### config.mk
export PLATFORM = sky130hd
export DESIGN_NAME = wb_uart_master
export DESIGN_NICKNAME = d
export VERILOG_FILES = /design/src/rtl/wb_uart_master.sv
export SDC_FILE = /design/constraint.sdc
export NUM_CORES = 1
export LEC_CHECK = 0
export BUFFER_PORTS_ARGS = -buffer_cell sky130_fd_sc_hd__buf_2
export CORE_ASPECT_RATIO = 0.75
export CORE_MARGIN = 1
export CORE_UTILIZATION = 35
export DETAILED_ROUTE_END_ITERATION = 10
export GPL_TIMING_DRIVEN = 1
export PLACE_DENSITY_LB_ADDON = 0.25
export SYNTH_ARGS = -nofsm -noshare
export SYNTH_HDL_FRONTEND = slang
export SYNTH_HIERARCHICAL = 1
export SYNTH_SLANG_ARGS = --single-unit
### constraint.sdc
create_clock -name clk -period 2.55 [get_ports clk]
set_input_delay 0.255 -clock clk [delete_from_list [all_inputs] [get_ports clk]]
set_output_delay 0.255 -clock clk [all_outputs]
set_load 0.05 [all_outputs]
### src/rtl/wb_uart_master.sv
// UART command bridge to a Wishbone classic master: 'W'/'R' frames in, 'K' or read data out.
// Define WB_UART_MASTER_TIMEOUT_EN to abort unacknowledged bus cycles with a 'T' reply.
module wb_uart_master #(
  parameter int clk_freq = 100000000,
  parameter int baud     = 115200,
  parameter int timeout  = 1024
) (
  input  logic        clk,
  input  logic        reset,
  input  logic        uart_rxd,
  output logic        uart_txd,
  output logic        wb_cyc_o,
  output logic        wb_stb_o,
  output logic        wb_we_o,
  output logic [31:0] wb_adr_o,
  output logic [3:0]  wb_sel_o,
  output logic [31:0] wb_dat_o,
  input  logic [31:0] wb_dat_i,
  input  logic        wb_ack_i,
  output logic        busy
);
  typedef enum logic [2:0] {S_IDLE, S_ADDR, S_DATA, S_BUS, S_RESP} state_t;

  state_t      state_q, state_n;
  logic [1:0]  cnt_q, cnt_n;
  logic        is_wr_q, is_wr_n;
  logic [31:0] adr_q, adr_n, dat_q, dat_n, resp_q, resp_n;
  logic        rx_ack_q, rx_ack_n, tx_wr_q, tx_wr_n;
  logic        wait_q, wait_n, short_q, short_n;
  logic        cyc_q, cyc_n, we_q, we_n, busy_q;
  logic [7:0]  rx_data;
  logic        rx_avail, rx_error, tx_busy, take;
`ifdef WB_UART_MASTER_TIMEOUT_EN
  logic [31:0] to_q, to_n;
`endif

  uart #(.freq_hz(clk_freq), .baud(baud)) u_uart (
    .clk      (clk),
    .reset    (reset),
    .rxd      (uart_rxd),
    .txd      (uart_txd),
    .rx_data  (rx_data),
    .rx_avail (rx_avail),
    .rx_error (rx_error),
    .rx_ack   (rx_ack_q),
    .tx_data  (resp_q[31:24]),
    .tx_wr    (tx_wr_q),
    .tx_busy  (tx_busy)
  );

  // A byte (or error) is taken only if it was not acknowledged last cycle.
  assign take = (rx_avail | rx_error) & ~rx_ack_q;

  always_comb begin
    state_n  = state_q;
    cnt_n    = cnt_q;
    is_wr_n  = is_wr_q;
    adr_n    = adr_q;
    dat_n    = dat_q;
    resp_n   = resp_q;
    short_n  = short_q;
    rx_ack_n = 1'b0;
    tx_wr_n  = 1'b0;
    wait_n   = 1'b0;
`ifdef WB_UART_MASTER_TIMEOUT_EN
    to_n     = '0;
`endif
    case (state_q)
      S_IDLE: if (take) begin
        rx_ack_n = 1'b1;
        cnt_n    = 2'd0;
        if (!rx_error && (rx_data == 8'h57 || rx_data == 8'h52)) begin
          is_wr_n = (rx_data == 8'h57);
          state_n = S_ADDR;
        end
      end
      S_ADDR: if (take) begin
        rx_ack_n = 1'b1;
        if (rx_error) begin
          state_n = S_IDLE;
          cnt_n   = 2'd0;
        end else begin
          adr_n = {adr_q[23:0], rx_data};
          cnt_n = cnt_q + 2'd1;
          if (cnt_q == 2'd3) state_n = is_wr_q ? S_DATA : S_BUS;
        end
      end
      S_DATA: if (take) begin
        rx_ack_n = 1'b1;
        if (rx_error) begin
          state_n = S_IDLE;
          cnt_n   = 2'd0;
        end else begin
          dat_n = {dat_q[23:0], rx_data};
          cnt_n = cnt_q + 2'd1;
          if (cnt_q == 2'd3) state_n = S_BUS;
        end
      end
      S_BUS: begin
        if (wb_ack_i) begin
          state_n = S_RESP;
          cnt_n   = 2'd0;
          short_n = is_wr_q;
          resp_n  = is_wr_q ? {8'h4B, 24'h0} : wb_dat_i;
        end
`ifdef WB_UART_MASTER_TIMEOUT_EN
        else if (to_q == 32'(timeout - 1)) begin
          state_n = S_RESP;
          cnt_n   = 2'd0;
          short_n = 1'b1;
          resp_n  = {8'h54, 24'h0};
        end else begin
          to_n = to_q + 32'd1;
        end
`endif
      end
      S_RESP: begin
        // The cycle after a write strobe is skipped so tx_busy has time to rise.
        if (tx_wr_q) begin
          wait_n = 1'b1;
          resp_n = {resp_q[23:0], 8'h00};
          cnt_n  = cnt_q + 2'd1;
          if (short_q || cnt_q == 2'd3) begin
            state_n = S_IDLE;
            cnt_n   = 2'd0;
          end
        end else if (!wait_q && !tx_busy) begin
          tx_wr_n = 1'b1;
        end
      end
      default: state_n = S_IDLE;
    endcase
    cyc_n = (state_n == S_BUS);
    we_n  = cyc_n & is_wr_n;
  end

  always_ff @(posedge clk) begin
    if (reset) begin
      state_q  <= S_IDLE;
      cnt_q    <= 2'd0;
      is_wr_q  <= 1'b0;
      adr_q    <= '0;
      dat_q    <= '0;
      resp_q   <= '0;
      short_q  <= 1'b0;
      rx_ack_q <= 1'b0;
      tx_wr_q  <= 1'b0;
      wait_q   <= 1'b0;
      cyc_q    <= 1'b0;
      we_q     <= 1'b0;
      busy_q   <= 1'b0;
`ifdef WB_UART_MASTER_TIMEOUT_EN
      to_q     <= '0;
`endif
    end else begin
      state_q  <= state_n;
      cnt_q    <= cnt_n;
      is_wr_q  <= is_wr_n;
      adr_q    <= adr_n;
      dat_q    <= dat_n;
      resp_q   <= resp_n;
      short_q  <= short_n;
      rx_ack_q <= rx_ack_n;
      tx_wr_q  <= tx_wr_n;
      wait_q   <= wait_n;
      cyc_q    <= cyc_n;
      we_q     <= we_n;
      busy_q   <= (state_n != S_IDLE);
`ifdef WB_UART_MASTER_TIMEOUT_EN
      to_q     <= to_n;
`endif
    end
  end

  assign wb_cyc_o = cyc_q;
  assign wb_stb_o = cyc_q;
  assign wb_we_o  = we_q;
  assign wb_adr_o = adr_q;
  assign wb_dat_o = dat_q;
  assign wb_sel_o = 4'hF;
  assign busy     = busy_q;
endmodule

// Minimal 8N1 uart core: one-byte receive holding register, rx_ack clears avail/error.
module uart #(
  parameter int freq_hz = 100000000,
  parameter int baud    = 115200
) (
  input  logic       clk,
  input  logic       reset,
  input  logic       rxd,
  output logic       txd,
  output logic [7:0] rx_data,
  output logic       rx_avail,
  output logic       rx_error,
  input  logic       rx_ack,
  input  logic [7:0] tx_data,
  input  logic       tx_wr,
  output logic       tx_busy
);
  localparam int CPB = freq_hz / baud;
  localparam int TW  = $clog2(CPB);
  localparam logic [TW-1:0] FULL = TW'(CPB - 1);
  localparam logic [TW-1:0] HALF = TW'(CPB / 2 - 1);

  logic          rx_meta, rx_s, rx_prev, rx_on;
  logic [3:0]    rx_bit, tx_bit;
  logic [TW-1:0] rx_tmr, tx_tmr;
  logic [7:0]    rx_sh;
  logic [9:0]    tx_sh;

  // Receiver restarts only on a falling edge, so a low stop bit cannot retrigger it.
  always_ff @(posedge clk) begin
    if (reset) begin
      rx_meta  <= 1'b1;
      rx_s     <= 1'b1;
      rx_prev  <= 1'b1;
      rx_on    <= 1'b0;
      rx_bit   <= 4'd0;
      rx_tmr   <= '0;
      rx_sh    <= 8'h00;
      rx_data  <= 8'h00;
      rx_avail <= 1'b0;
      rx_error <= 1'b0;
    end else begin
      rx_meta <= rxd;
      rx_s    <= rx_meta;
      rx_prev <= rx_s;
      if (rx_ack) begin
        rx_avail <= 1'b0;
        rx_error <= 1'b0;
      end
      if (!rx_on) begin
        if (rx_prev && !rx_s) begin
          rx_on  <= 1'b1;
          rx_bit <= 4'd0;
          rx_tmr <= HALF;
        end
      end else if (rx_tmr != '0) begin
        rx_tmr <= rx_tmr - 1'b1;
      end else begin
        rx_tmr <= FULL;
        rx_bit <= rx_bit + 4'd1;
        if (rx_bit == 4'd0) begin
          if (rx_s) rx_on <= 1'b0;
        end else if (rx_bit <= 4'd8) begin
          rx_sh <= {rx_s, rx_sh[7:1]};
        end else begin
          rx_on <= 1'b0;
          if (rx_s) begin
            rx_data  <= rx_sh;
            rx_avail <= 1'b1;
          end else begin
            rx_error <= 1'b1;
          end
        end
      end
    end
  end

  always_ff @(posedge clk) begin
    if (reset) begin
      tx_busy <= 1'b0;
      tx_sh   <= '1;
      tx_bit  <= 4'd0;
      tx_tmr  <= '0;
    end else if (!tx_busy) begin
      if (tx_wr) begin
        tx_sh   <= {1'b1, tx_data, 1'b0};
        tx_busy <= 1'b1;
        tx_bit  <= 4'd0;
        tx_tmr  <= FULL;
      end
    end else if (tx_tmr != '0) begin
      tx_tmr <= tx_tmr - 1'b1;
    end else begin
      tx_tmr <= FULL;
      if (tx_bit == 4'd9) begin
        tx_busy <= 1'b0;
      end else begin
        tx_sh  <= {1'b1, tx_sh[9:1]};
        tx_bit <= tx_bit + 4'd1;
      end
    end
  end

  assign txd = tx_busy ? tx_sh[0] : 1'b1;
endmodule
==> summary.txt <==
Setup path
  • Critical path peak fanout: 7
  • Required time of the worst setup path: 2880 ps
  • Critical Path Max Stage Delay: 640 ps
  • Type of origin of the critical path: flip-flop
  • Kind of end point of the critical path: flip-flop
  • Cells traversed along the worst timing path: inv_1, ha_1, or4b_1, or4_1, or3_1, a211oi_1
  • Data arrival time of the critical path: 2690 ps
  • Slowest cell on the critical path: or4_1
  • CP Class: reg -> reg

Timing
  • Crit path time final: 2370 ps
  • Aggregate negative setup slack: 0 ps
  • Worst slew margin relative to its limit: 47.8%
  • Slew at the pin closest to its max-slew limit: 782 ps
  • Final hold viol count: 0
  • Setup repair after global routing missed its margin: no
  • Post-Route Skew: 13.1 ps
  • Final setup vio count: 0
  • Period Utilization, post-route: 92.8%
  • Maximum clock frequency: 423 MHz
  • Final Max Tran Viols: 0

Routing
  • Detail-routed net length per standard cell: 13.9 um
  • Remaining routing DRC violations: 0
  • Total iterations of the first detailed-routing run: 5
  • Antenna viol nets, final: 0
  • First-iteration detailed-routing DRC count: 436
  • Total number of vias: 6085
  • Routed wire length: 16700 um
  • Average via count per standard cell: 5.07

Placed design
  • Post-DP HPWL: 10900 um
  • Quantity of I/O buffers inserted on ports: 104
  • Placed cell areas: 7860 um2
  • Weighted congestion reported at the end of routability-driven placement: 0.802

Global routing
  • Leftover overflow at the end of global routing: 0
  • Fraction of met1 tracks used by global routing: 23.6%
  • GRT met3 Usage: 3.49%
  • Fraction of met2 tracks used by global routing: 24.0%
  • First-pass GRT wire length: 28100 um
  • Number of global-route vias before repair: 5529
  • Layer with the highest usage: met2
  • Antenna violations before repair: 1
  • Total global-route track usage: 16.2%
  • Largest net degree at the start of global routing: 41

Synthesis
  • Number of library cell types mapped by synthesis: 62
  • Ys async rst share: 0%
  • Post-synthesis average cell area: 8.41 um2
  • Count of synthesis-stage warnings from yosys: 6
  • Post-synth design cell area: 7160 um2
  • Share of synthesized area occupied by flip-flops and latches: 47.3%
  • Primary flip-flop cell chosen by synthesis mapping: dfxtp_1
  • Number of enable-type register cells in the synthesized netlist: 0
  • Post-synthesis cell count: 851
  • Total of flip-flops plus latches after synthesis: 169

Power and ir drop
  • Worst IR drop on VDD: 0.000552 V
  • Power per cell area: 645 nW/um2
  • Static leakage power: 3.26 nW

Clock tree
  • Clock transition time at the flip-flop clock pins of the worst setup and hold paths: 60 ps
  • Post-cts hold buffer count: 0
  • Bufs on Longest Clock Path: 2
  • TritonCTS clock tree: yes
  • Clock insertion delay at the later pin of the skew report: 420 ps
  • TritonCTS Buffers: 17
  • Number of post-CTS setup repair buffers: 0
  • Root buffer cell: clkbuf_16
  • Number of gates given a new drive strength after cts: 0
  • # clock sinks: 169
  • H-tree depth: 4

Floorplanning
  • DIE HEIGHT: 126 um
  • Core Rows: 44
  • Effective utilization at floorplan: 36.3%
  • Die Outline Area: 21000 um2
  • Count of pins on the block boundary: 109
  • Area of the core: 19700 um2
  • Die W: 167 um

Finish
  • End-of-flow core utilization: 42.8%
  • P&R area growth vs syn: 17.7%
  • Final layout net count: 977
  • Number of antenna diodes: 0
  • Share of final-layout standard cells stronger than drive strength 1: 19.7%
  • Filler Cell Count: 2002
  • Layout Cell Area excl Fill: 8430 um2

Outcome
  • Result of the run: complete, no violations

Flow run
  • Count of max-cap constraint violations: 0

Hold path
  • Min-delay worst type: in -> reg
[path summary, 6_finish.rpt]
kind	slack (ps)	start	to	cells past startpoint
max reg2reg	180	u_uart/tx_tmr[0]	u_uart/tx_bit[3]	6
min reg2reg	440	u_uart/rx_meta	u_uart/rx_s	1
max	180	u_uart/tx_tmr[0]	u_uart/tx_bit[3]	6
min	40	uart_rxd	u_uart/rx_meta	2
[worst max-delay path, delay by kind of cell, from the launching register on]
family                   cells  cell delay (ps)
AND/OR/NAND/NOR              3             1480
flip-flops                   1              340
AO/OA/AOI/OAI                1              210
adder cells (fa/ha/maj)      1              180
buffers and inverters        1               70
[cells in the mapped netlist, types with 2 or more instances]
library cell,n,area (um2)
nand2_1,173,649
dfxtp_1,169,3380
a21oi_1,108,541
nor2_1,42,158
clkbuf_1,35,131
nor3_1,31,155
and3_1,23,144
mux2i_1,23,230
nand3_1,20,100
a211oi_2,18,225
o21ai_0,18,90.1
buf_2,17,85.1
inv_1,15,56.3
or3_1,15,93.8
nor4_1,14,87.6
a31oi_1,11,68.8
nand2b_1,11,68.8
a211oi_1,9,67.6
buf_4,7,52.6
ha_1,7,87.6
nand4_1,6,37.5
a21o_1,5,37.5
o211ai_1,5,37.5
nand3b_1,4,30.0
nor2b_1,4,25.0
or2_2,4,25.0
or4_1,4,30.0
buf_6,3,33.8
nor3b_1,3,22.5
nor4b_1,3,26.3
o31ai_1,3,22.5
o41a_1,3,33.8
or3b_2,3,26.3
xnor2_1,3,26.3
a311oi_1,2,17.5
o21a_1,2,15.0
o21bai_1,2,15.0
xor2_1,2,17.5
[where the power goes]
| part | internal, mW | switching (mW) |
|---|---|---|
| sequential | 2.66 | 0.0224 |
| clock | 1.38 | 1.13 |
| combinational | 0.0951 | 0.153 |
[per-stage QoR]
step	hold WS, ps	cells	setup slack (ps)	power, mW
after floorplan	359	854	207	2.90
after global placement	441	1168	228	2.98
after detailed placement	441	1168	188	2.98
after CTS	20.3	1200	189	5.49
after global routing	28.5	1200	46.2	5.65
final	36.4	1200	183	5.43
[cells in the final DEF (no fill, tap or decap), types with 7 or more instances in the layout]
| cell | Yosys | layout |
|---|---|---|
| a211oi_1 | 9 | 9 |
| a211oi_2 | 18 | 18 |
| a21oi_1 | 108 | 108 |
| a31oi_1 | 11 | 11 |
| and3_1 | 23 | 23 |
| buf_2 | 17 | 103 |
| buf_4 | 7 | 22 |
| clkbuf_16 | 0 | 17 |
| dfxtp_1 | 169 | 169 |
| ha_1 | 7 | 7 |
| inv_1 | 15 | 15 |
| mux2i_1 | 23 | 23 |
| nand2_1 | 173 | 173 |
| nand2b_1 | 11 | 11 |
| nand3_1 | 20 | 20 |
| nor2_1 | 42 | 41 |
| nor3_1 | 31 | 31 |
| nor4_1 | 14 | 14 |
| o21ai_0 | 18 | 18 |
| or3_1 | 15 | 15 |
[sequential cells by signal, indices dropped and copies added (netlist names), 2 cells and up]
| signal | cells |
|---|---|
| cnt_q | 2 |
| resp_q | 32 |
| state_q | 3 |
| u_uart/rx_bit | 4 |
| u_uart/rx_data | 8 |
| u_uart/rx_sh | 8 |
| u_uart/rx_tmr | 10 |
| u_uart/tx_bit | 4 |
| u_uart/tx_sh | 9 |
| u_uart/tx_tmr | 10 |
| wb_adr_o | 32 |
| wb_dat_o | 32 |
[layer usage]
layer  part of all wire, %  routed length (um)
met1                    53                8890
met4                  0.49                  82
met3                   3.7                 618
met5                 0.060                  10
met2                    42                7100
[cells by family (layout without fill, tap and decap cells)]
group	Yosys count	after routing	share of synthesized area, %
adder cells (fa/ha/maj)	7	7	1.22
multiplexers	24	24	3.37
flip-flops	169	169	47.3
buffers and inverters	81	174	5.24
AND/OR/NAND/NOR	369	369	24.8
XOR/XNOR	5	5	0.612
other	1	4	0.0524
AO/OA/AOI/OAI	195	195	17.5
[cell type report]
type / count / area [um2] / share of cell area, %
clock inverters: 13 / 135 / 1.60
inverters: 17 / 63.8 / 0.757
clock buffers: 19 / 433 / 5.14
multi-input cells: 604 / 3410 / 40.5
well taps: 253 / 317 / 3.76
repair buffers: 125 / 681 / 8.08
flip-flops and latches: 169 / 3380 / 40.1
Note: power is estimated with default switching activity, not from simulation.
